**src/rtl/reg_delay_line.sv**
```systemverilog
// =============================================================================
// Module      : reg_delay_line
// Description : DEPTH-stage shift register of {valid, value, idx} records.
// Revision    : 1.0 - initial release
// =============================================================================
`default_nettype none

module reg_delay_line #(
    parameter int DEPTH = 1,
    parameter int WIDTH = 8,
    parameter int IDXW  = 2
) (
    input  wire logic             clk,
    input  wire logic             rst_n,
    input  wire logic             i_push_valid,
    input  wire logic [WIDTH-1:0] i_push_value,
    input  wire logic [IDXW-1:0]  i_push_idx,
    output logic                  o_tail_valid,
    output logic [WIDTH-1:0]      o_tail_value,
    output logic [IDXW-1:0]       o_tail_idx
);

    logic             r_valid [DEPTH];
    logic [WIDTH-1:0] r_value [DEPTH];
    logic [IDXW-1:0]  r_idx   [DEPTH];

    logic             w_valid_in [DEPTH];
    logic [WIDTH-1:0] w_value_in [DEPTH];
    logic [IDXW-1:0]  w_idx_in   [DEPTH];

    for (genvar g = 0; g < DEPTH; g++) begin : g_stage
        if (g == 0) begin : g_head
            assign w_valid_in[g] = i_push_valid;
            assign w_value_in[g] = i_push_value;
            assign w_idx_in[g]   = i_push_idx;
        end else begin : g_body
            assign w_valid_in[g] = r_valid[g-1];
            assign w_value_in[g] = r_value[g-1];
            assign w_idx_in[g]   = r_idx[g-1];
        end
    end

    always_ff @(posedge clk or negedge rst_n) begin
        if (!rst_n) begin
            for (int i = 0; i < DEPTH; i++) begin
                r_valid[i] <= 1'b0;
                r_value[i] <= '0;
                r_idx[i]   <= '0;
            end
        end else begin
            for (int i = 0; i < DEPTH; i++) begin
                r_valid[i] <= w_valid_in[i];
                r_value[i] <= w_value_in[i];
                r_idx[i]   <= w_idx_in[i];
            end
        end
    end

    assign o_tail_valid = r_valid[DEPTH-1];
    assign o_tail_value = r_value[DEPTH-1];
    assign o_tail_idx   = r_idx[DEPTH-1];

endmodule

`default_nettype wire

```
**config.mk**
```make
export PLATFORM = sky130hd
export DESIGN_NAME = reg_delay_line
export DESIGN_NICKNAME = d
export VERILOG_FILES = /design/src/rtl/reg_delay_line.sv
export SDC_FILE = /design/constraint.sdc
export NUM_CORES = 1
export LEC_CHECK = 0
export ABC_AREA = 1
export BUFFER_PORTS_ARGS = -buffer_cell sky130_fd_sc_hd__buf_2
export CORE_AREA = 4 4 41 43
export CTS_CLUSTER_DIAMETER = 50
export DETAILED_ROUTE_END_ITERATION = 8
export DIE_AREA = 0 0 45 47
export REMOVE_ABC_BUFFERS = 1
export SYNTH_ARGS = -nofsm -noshare
export SYNTH_HDL_FRONTEND = slang
export SYNTH_SLANG_ARGS = --single-unit
```
**constraint.sdc**
```tcl
create_clock -name clk -period 0.8 [get_ports clk]
set_input_delay 0.04 -clock clk [delete_from_list [all_inputs] [get_ports clk]]
set_output_delay 0.04 -clock clk [all_outputs]
set_load 0.03 [all_outputs]
```
After elaboration in Yosys (flattened, before gate mapping)
Index checks and enable logic that the tools add are counted.

Register bits after elaboration: 11. Logic and storage cells: 3.

Depth between registers and ports, before layout
Gate-level depths: netlist of the first run.

Word-level depth: 0. Depth in mapped cells: 0. Gate-level depth less buffers: 0.

Worst setup path after synthesis of the first run
Ideal clock, no wire load.

Path type: reg-to-output. From: reg r_idx (netlist bit o_tail_idx[0]). To: out o_tail_idx[0]. Data arrival time: 0.467 ns. Data required time: 0.760 ns. Path slack: 0.293 ns. Stages on the path, launching flop included: 1. Path buffers: 0. Path through: dfrtp_1.

RTL lines: start, declared (RTL line 25) `logic [IDXW-1:0] r_idx [DEPTH];`; start signal, assigned by index (RTL line 54) `r_idx[i] <= w_idx_in[i];`; end, declared (RTL line 20) `output logic [IDXW-1:0] o_tail_idx`.

No word-level cell between the ends.

Worst setup path in the final report of the first run
From: reg r_value (netlist bit o_tail_value[2]). To: out o_tail_value[2].

RTL lines: start, declared (RTL line 24) `logic [WIDTH-1:0] r_value [DEPTH];`; start signal, assigned by index (RTL line 53) `r_value[i] <= w_value_in[i];`; end, declared (RTL line 19) `output logic [WIDTH-1:0] o_tail_value,`.

No word-level cell between the ends.

==> flow_metrics.env, run 1 <==
export IMPL_status="complete, but fails checks"
export IMPL_violations="negative setup slack"
export IMPL_min_period_over_period_pct=103.2
export IMPL_crit_chain="buf_6"
export IMPL_synth_xor_area_share_pct=0
export IMPL_viasPerCell=3.754
export IMPL_cap_violations=0
export IMPL_pre_cts_ws_ps=232.7
export IMPL_antenna_found_initial=0
export IMPL_fin_nets=64
export IMPL_multi_input_gates=0
export IMPL_grt_start_max_net_pins=12
export IMPL_firstDrtPassIters=4
export IMPL_gp_congestion=0.6023
export IMPL_setup_tns_ps=-101.5
export IMPL_final_max_slew_viol_count=0
export IMPL_cp_data_required_time_ps=760
export IMPL_track_usage_pct=7.339
export IMPL_design_die_area_um2=2115
export IMPL_crit_cells=1
export IMPL_hold_slack_ps=184.1
export IMPL_root_buffer="clkbuf_4"
export IMPL_crit_fanout=1
export IMPL_ys_seq_area_share_pct=100.0
export IMPL_synth_area_per_cell_um2=25.02
export IMPL_cts_tree="built"
export IMPL_crit_path_top_delay_cell="dfrtp_1"
export IMPL_synth_ff_latch_count=11
export IMPL_dp_cells=49
export IMPL_drtIter0Drc=3
export IMPL_slew_headroom_pct=84.35
export IMPL_min_period_ps=825.2
export IMPL_core_area_um2=1301
export IMPL_power_per_cell_area_nw_per_um2=1858
export IMPL_synth_largest_area_cell="dfrtp_1"
export IMPL_clk_pin_slew_ps=60
export IMPL_numPortBuffers=23
export IMPL_die_w_um=45
export IMPL_hold_violations=0
export IMPL_grt_pass1_vias=256
export IMPL_cp_start_kind="flip-flop"
export IMPL_numCtsBuffers=3
export IMPL_area_growth_pct=126.8
export IMPL_postCtsSetupBuffers=0
export IMPL_crit_family="flip-flops"
export IMPL_start_util_pct=21.15
export IMPL_drive_gt1_share_pct=52.00
export IMPL_final_cells=65
export IMPL_cts_buffer_depth=2
export IMPL_pin_count=24
export IMPL_critPathCaptureType="primary output"
export IMPL_fin_ws_ps=-25.24
export IMPL_peakVddDrop_mv=0.8147
export IMPL_synthCells=11
export IMPL_ys_top_cells_by_area="dfrtp_1 (100%)"
export IMPL_yosys_warnings=0
export IMPL_rsz0062_at_grt="yes"
export IMPL_cts_htree_levels=1
export IMPL_overflow=0
export IMPL_synth_simple_gate_area_share_pct=0
export IMPL_worstPathArrival_ps=790
export IMPL_dieHeight_um=47
export IMPL_rows=13
export IMPL_worst_pin_slew_ps=234.7
export IMPL_p_leak_nw=0.3070
export IMPL_critPathBufInv=1
export IMPL_ys_types=1
export IMPL_grt_pass1_wl_um=1021
export IMPL_wl_um=669
export IMPL_numClockSinks=11
export IMPL_yosys_area_top_type_share_pct=100.0
export IMPL_multiInputGateArea_um2=0
export IMPL_crit_path_max_incr_delay_ps=380
export IMPL_synthMuxAreaShare_pct=0
export IMPL_num_vias=244
export IMPL_hold_path_class="input port to async pin"
export IMPL_setup_viol=11
export IMPL_syn_area_um2=275.3
export IMPL_timing_fmax_ghz=1.212
export IMPL_ant_nets=0
export IMPL_wl_per_cell_um=10.29
export IMPL_cp_startpoint="o_tail_value[2]"
export IMPL_drc=0
export IMPL_synth_compound_area_share_pct=0
export IMPL_critical_path_class="flip-flop to primary output"
export IMPL_diodes=0
export IMPL_yosys_area_share_adder_pct=0
## registers in the layout (all words and copies together), names as in the netlist
| name | cells |
|---|---|
| o_tail_idx | 2 |
| o_tail_value | 8 |
| o_tail_valid | 1 |
## report_power, final
| group | internal (mW) | switching, mW | leakage [nW] |
|---|---|---|---|
| Combinational | 0.111 | 0.0934 | 0.164 |
| Sequential | 0.584 | 0.0131 | 0.128 |
| Clock | 0.192 | 0.165 | 0.0150 |
## per-stage QoR
step	power (mW)	cell area, um2	utilization (%)
floorplan	0.6619	275.3	-
global placement	0.7269	409.1	31.44
detailed placement	0.7315	409.1	31.44
CTS	1.188	624.3	47.98
global route	1.212	624.3	47.98
finish	1.160	624.3	47.98
## layer usage
metal | vias up | share of wire [%] | global-route usage, %
met4 | 0 | 0 | 7.018
met1 | 120 | 34 | 6.280
met3 | 0 | 11 | 2.299
met5 | - | 0 | 0
li1 | 111 | - | -
met2 | 13 | 55 | 13.28
## worst max path at each step
stage	to	slack [ps]
floorplan	o_tail_idx[0]	290
global placement	o_tail_value[4]	250
detailed placement	o_tail_value[2]	230
CTS	o_tail_value[2]	-40
global route	o_tail_value[2]	-70
finish	o_tail_value[2]	-30
## placed cells by master (no fill, tap or decap)
cell type      synthesis  final
dlygate4sd3_1          0     12
buf_2                  0     12
dfrtp_1               11     11
buf_6                  0     11
clkbuf_4               0      3
clkbuf_1               0      1
## synthesized netlist by cell type
cell type	count
dfrtp_1	11
## logic make-up (layout without fill, tap and decap cells)
family                 after synthesis  count (layout)
buffers and inverters                0              39
flip-flops                          11              11
## cell type report
class / count / area [um2]
flip-flops and latches: 11 / 275.3
repair buffers: 35 / 304.0
fillers: 118 / 676.9
clock buffers: 4 / 26.28
well taps: 15 / 18.77
## timing repair
action                                 CTS  global route
endpoints found under the hold margin   22             0
hold buffers                            12             0
pin swaps                                0             0
resized for setup                       22             0
setup endpoints to repair               11            11
(Power assumes the default switching activity.)
==> run 2: changes to the inputs <==
--- a/config.mk
+++ b/config.mk
@@ -12,6 +12,7 @@
 export DETAILED_ROUTE_END_ITERATION = 8
 export DIE_AREA = 0 0 45 47
 export REMOVE_ABC_BUFFERS = 1
+export SKIP_CTS_REPAIR_TIMING = 1
 export SYNTH_ARGS = -nofsm -noshare
 export SYNTH_HDL_FRONTEND = slang
 export SYNTH_SLANG_ARGS = --single-unit
==> run 2 against run 1 <==
  * The run still ends with negative setup slack left
  * Via count increased by 0.82%
  * Maximum frequency hardly changed
  * Sequential power about the same
  * Core utilization unchanged
  * Flip-flop and latch count stayed put
  * Power increased by 0.14%
  * Global-route usage shrank 0.81 points
  * Sequential share of layout area unchanged
  * Worst setup slack is essentially flat
  * Critical path type unchanged
==> flow_metrics.env, run 2 (synthesized netlist as in run 1, its figures left out) <==
export IMPL_status="complete, but fails checks"
export IMPL_violations="negative setup slack"
export IMPL_hold_violations=0
export IMPL_numCtsBuffers=3
export IMPL_crit_path_top_delay_cell="dfrtp_1"
export IMPL_cts_tree="built"
export IMPL_cts_htree_levels=1
export IMPL_wl_per_cell_um=10.78
export IMPL_area_growth_pct=126.8
export IMPL_rows=13
export IMPL_clkPwrFrac_pct=30.9
export IMPL_timing_fmax_ghz=1.212
export IMPL_worst_pin_slew_ps=239.0
export IMPL_gp_congestion=0.6023
export IMPL_multiInputGateArea_um2=0
export IMPL_design_die_area_um2=2115
export IMPL_final_cell_area_um2=624.3
export IMPL_numPortBuffers=23
export IMPL_final_max_slew_viol_count=0
export IMPL_cp_start_kind="flip-flop"
export IMPL_grt_pass1_vias=206
export IMPL_power_per_cell_area_nw_per_um2=1860
export IMPL_cts_buffer_depth=2
export IMPL_drtIter0Drc=2
export IMPL_wl_um=701
export IMPL_p_comb_share_pct=17.7
export IMPL_rsz0062_at_grt="yes"
export IMPL_met1_usage_pct=5.556
export IMPL_diodes=0
export IMPL_grt_pass1_wl_um=876
export IMPL_start_util_pct=21.15
export IMPL_p_leak_nw=0.3070
export IMPL_fin_ws_ps=-24.98
export IMPL_min_period_ps=825.0
export IMPL_drive_gt1_share_pct=52.00
export IMPL_power_frac_seq_pct=51.4
export IMPL_antenna_found_initial=0
export IMPL_met2_usage_pct=11.02
export IMPL_track_usage_pct=6.532
export IMPL_grtUsageMet3_pct=2.682
export IMPL_setup_viol=11
export IMPL_ant_nets=0
export IMPL_root_buffer="clkbuf_4"
export IMPL_critPathBufInv=1
export IMPL_hold_path_class="input port to async pin"
export IMPL_slew_headroom_pct=84.07
export IMPL_cp_data_required_time_ps=760
export IMPL_net_switching_power_mw=0.2733
export IMPL_min_period_over_period_pct=103.1
export IMPL_crit_fanout=1
export IMPL_numClockSinks=11
export IMPL_peakVddDrop_mv=0.8141
export IMPL_clk_pin_slew_ps=60
export IMPL_dieHeight_um=47
export IMPL_overflow=0
export IMPL_viasPerCell=3.785
export IMPL_core_area_um2=1301
export IMPL_multi_input_gates=0
export IMPL_die_w_um=45
export IMPL_firstDrtPassIters=4
export IMPL_crit_path_max_incr_delay_ps=380
export IMPL_cap_violations=0
export IMPL_crit_chain="buf_6"
export IMPL_final_cell_mix="dlygate4sd3_1 (12), buf_2 (12), dfrtp_1 (11), buf_6 (11), clkbuf_4 (3)"
export IMPL_final_util_pct=47.98
export IMPL_power_switching_share_pct=23.53
export IMPL_fin_nets=64
export IMPL_pin_count=24
export IMPL_drc=0
export IMPL_setup_tns_ps=-97.35
export IMPL_grt_start_max_net_pins=12
export IMPL_grt_busiest_layer="met2"
export IMPL_largest_reg_flops=8
export IMPL_worstPathArrival_ps=780
export IMPL_num_vias=246
export IMPL_critical_path_class="flip-flop to primary output"
export IMPL_crit_family="flip-flops"
export IMPL_dpl_cell_area_um2=409.1
export IMPL_critPathCaptureType="primary output"
export IMPL_p_total_mw=1.162
export IMPL_p_int_mw=0.8882
[run 2: cell counts in the layout (fill, tap and decap cells not counted)]
Identical to the previous run, type by type.
[run 2: final cells by class]
type / instances / area, um2
fill: 118 / 676.9
tap: 15 / 18.77
clock buffer: 4 / 26.28
sequential: 11 / 275.3
timing repair buffer: 35 / 304.0
[run 2: worst paths after layout]
path                            startpoint               to  slack, ps  cells past startpoint
setup / recovery           o_tail_value[2]  o_tail_value[2]        -20                      1
hold / removal                       rst_n    o_tail_idx[1]        190                      2
max in group asynchronous            rst_n  o_tail_value[0]        420                      2
min in group clk           i_push_value[2]  o_tail_value[2]        420                      2
[run 2: power by group through the flow]
stage	Clock, mW	Combinational [mW]	Sequential [mW]
6_report	0.359	0.205	0.597
5_1_grt	0.394	0.219	0.599
4_1_cts	0.383	0.130	0.590
3_5_place_dp	0	0.130	0.601
3_3_place_gp	0	0.127	0.599
2_1_floorplan	0	0	0.662
[run 2: stage by stage]
step	setup WS, ps	hold slack [ps]	instances
floorplan	292.6	-255.6	11
global placement	254.1	-84.11	49
detailed placement	232.7	-82.70	49
CTS	-64.03	-372.7	53
global route	-66.16	226.5	65
finish	-24.98	189.3	65
[run 2: layer usage]
metal	wire [um]	vias to the layer above	share of wire, %
met5	0	-	0
met3	77	0	11
li1	-	111	-
met2	400	13	57
met4	0	0	0
met1	223	122	32
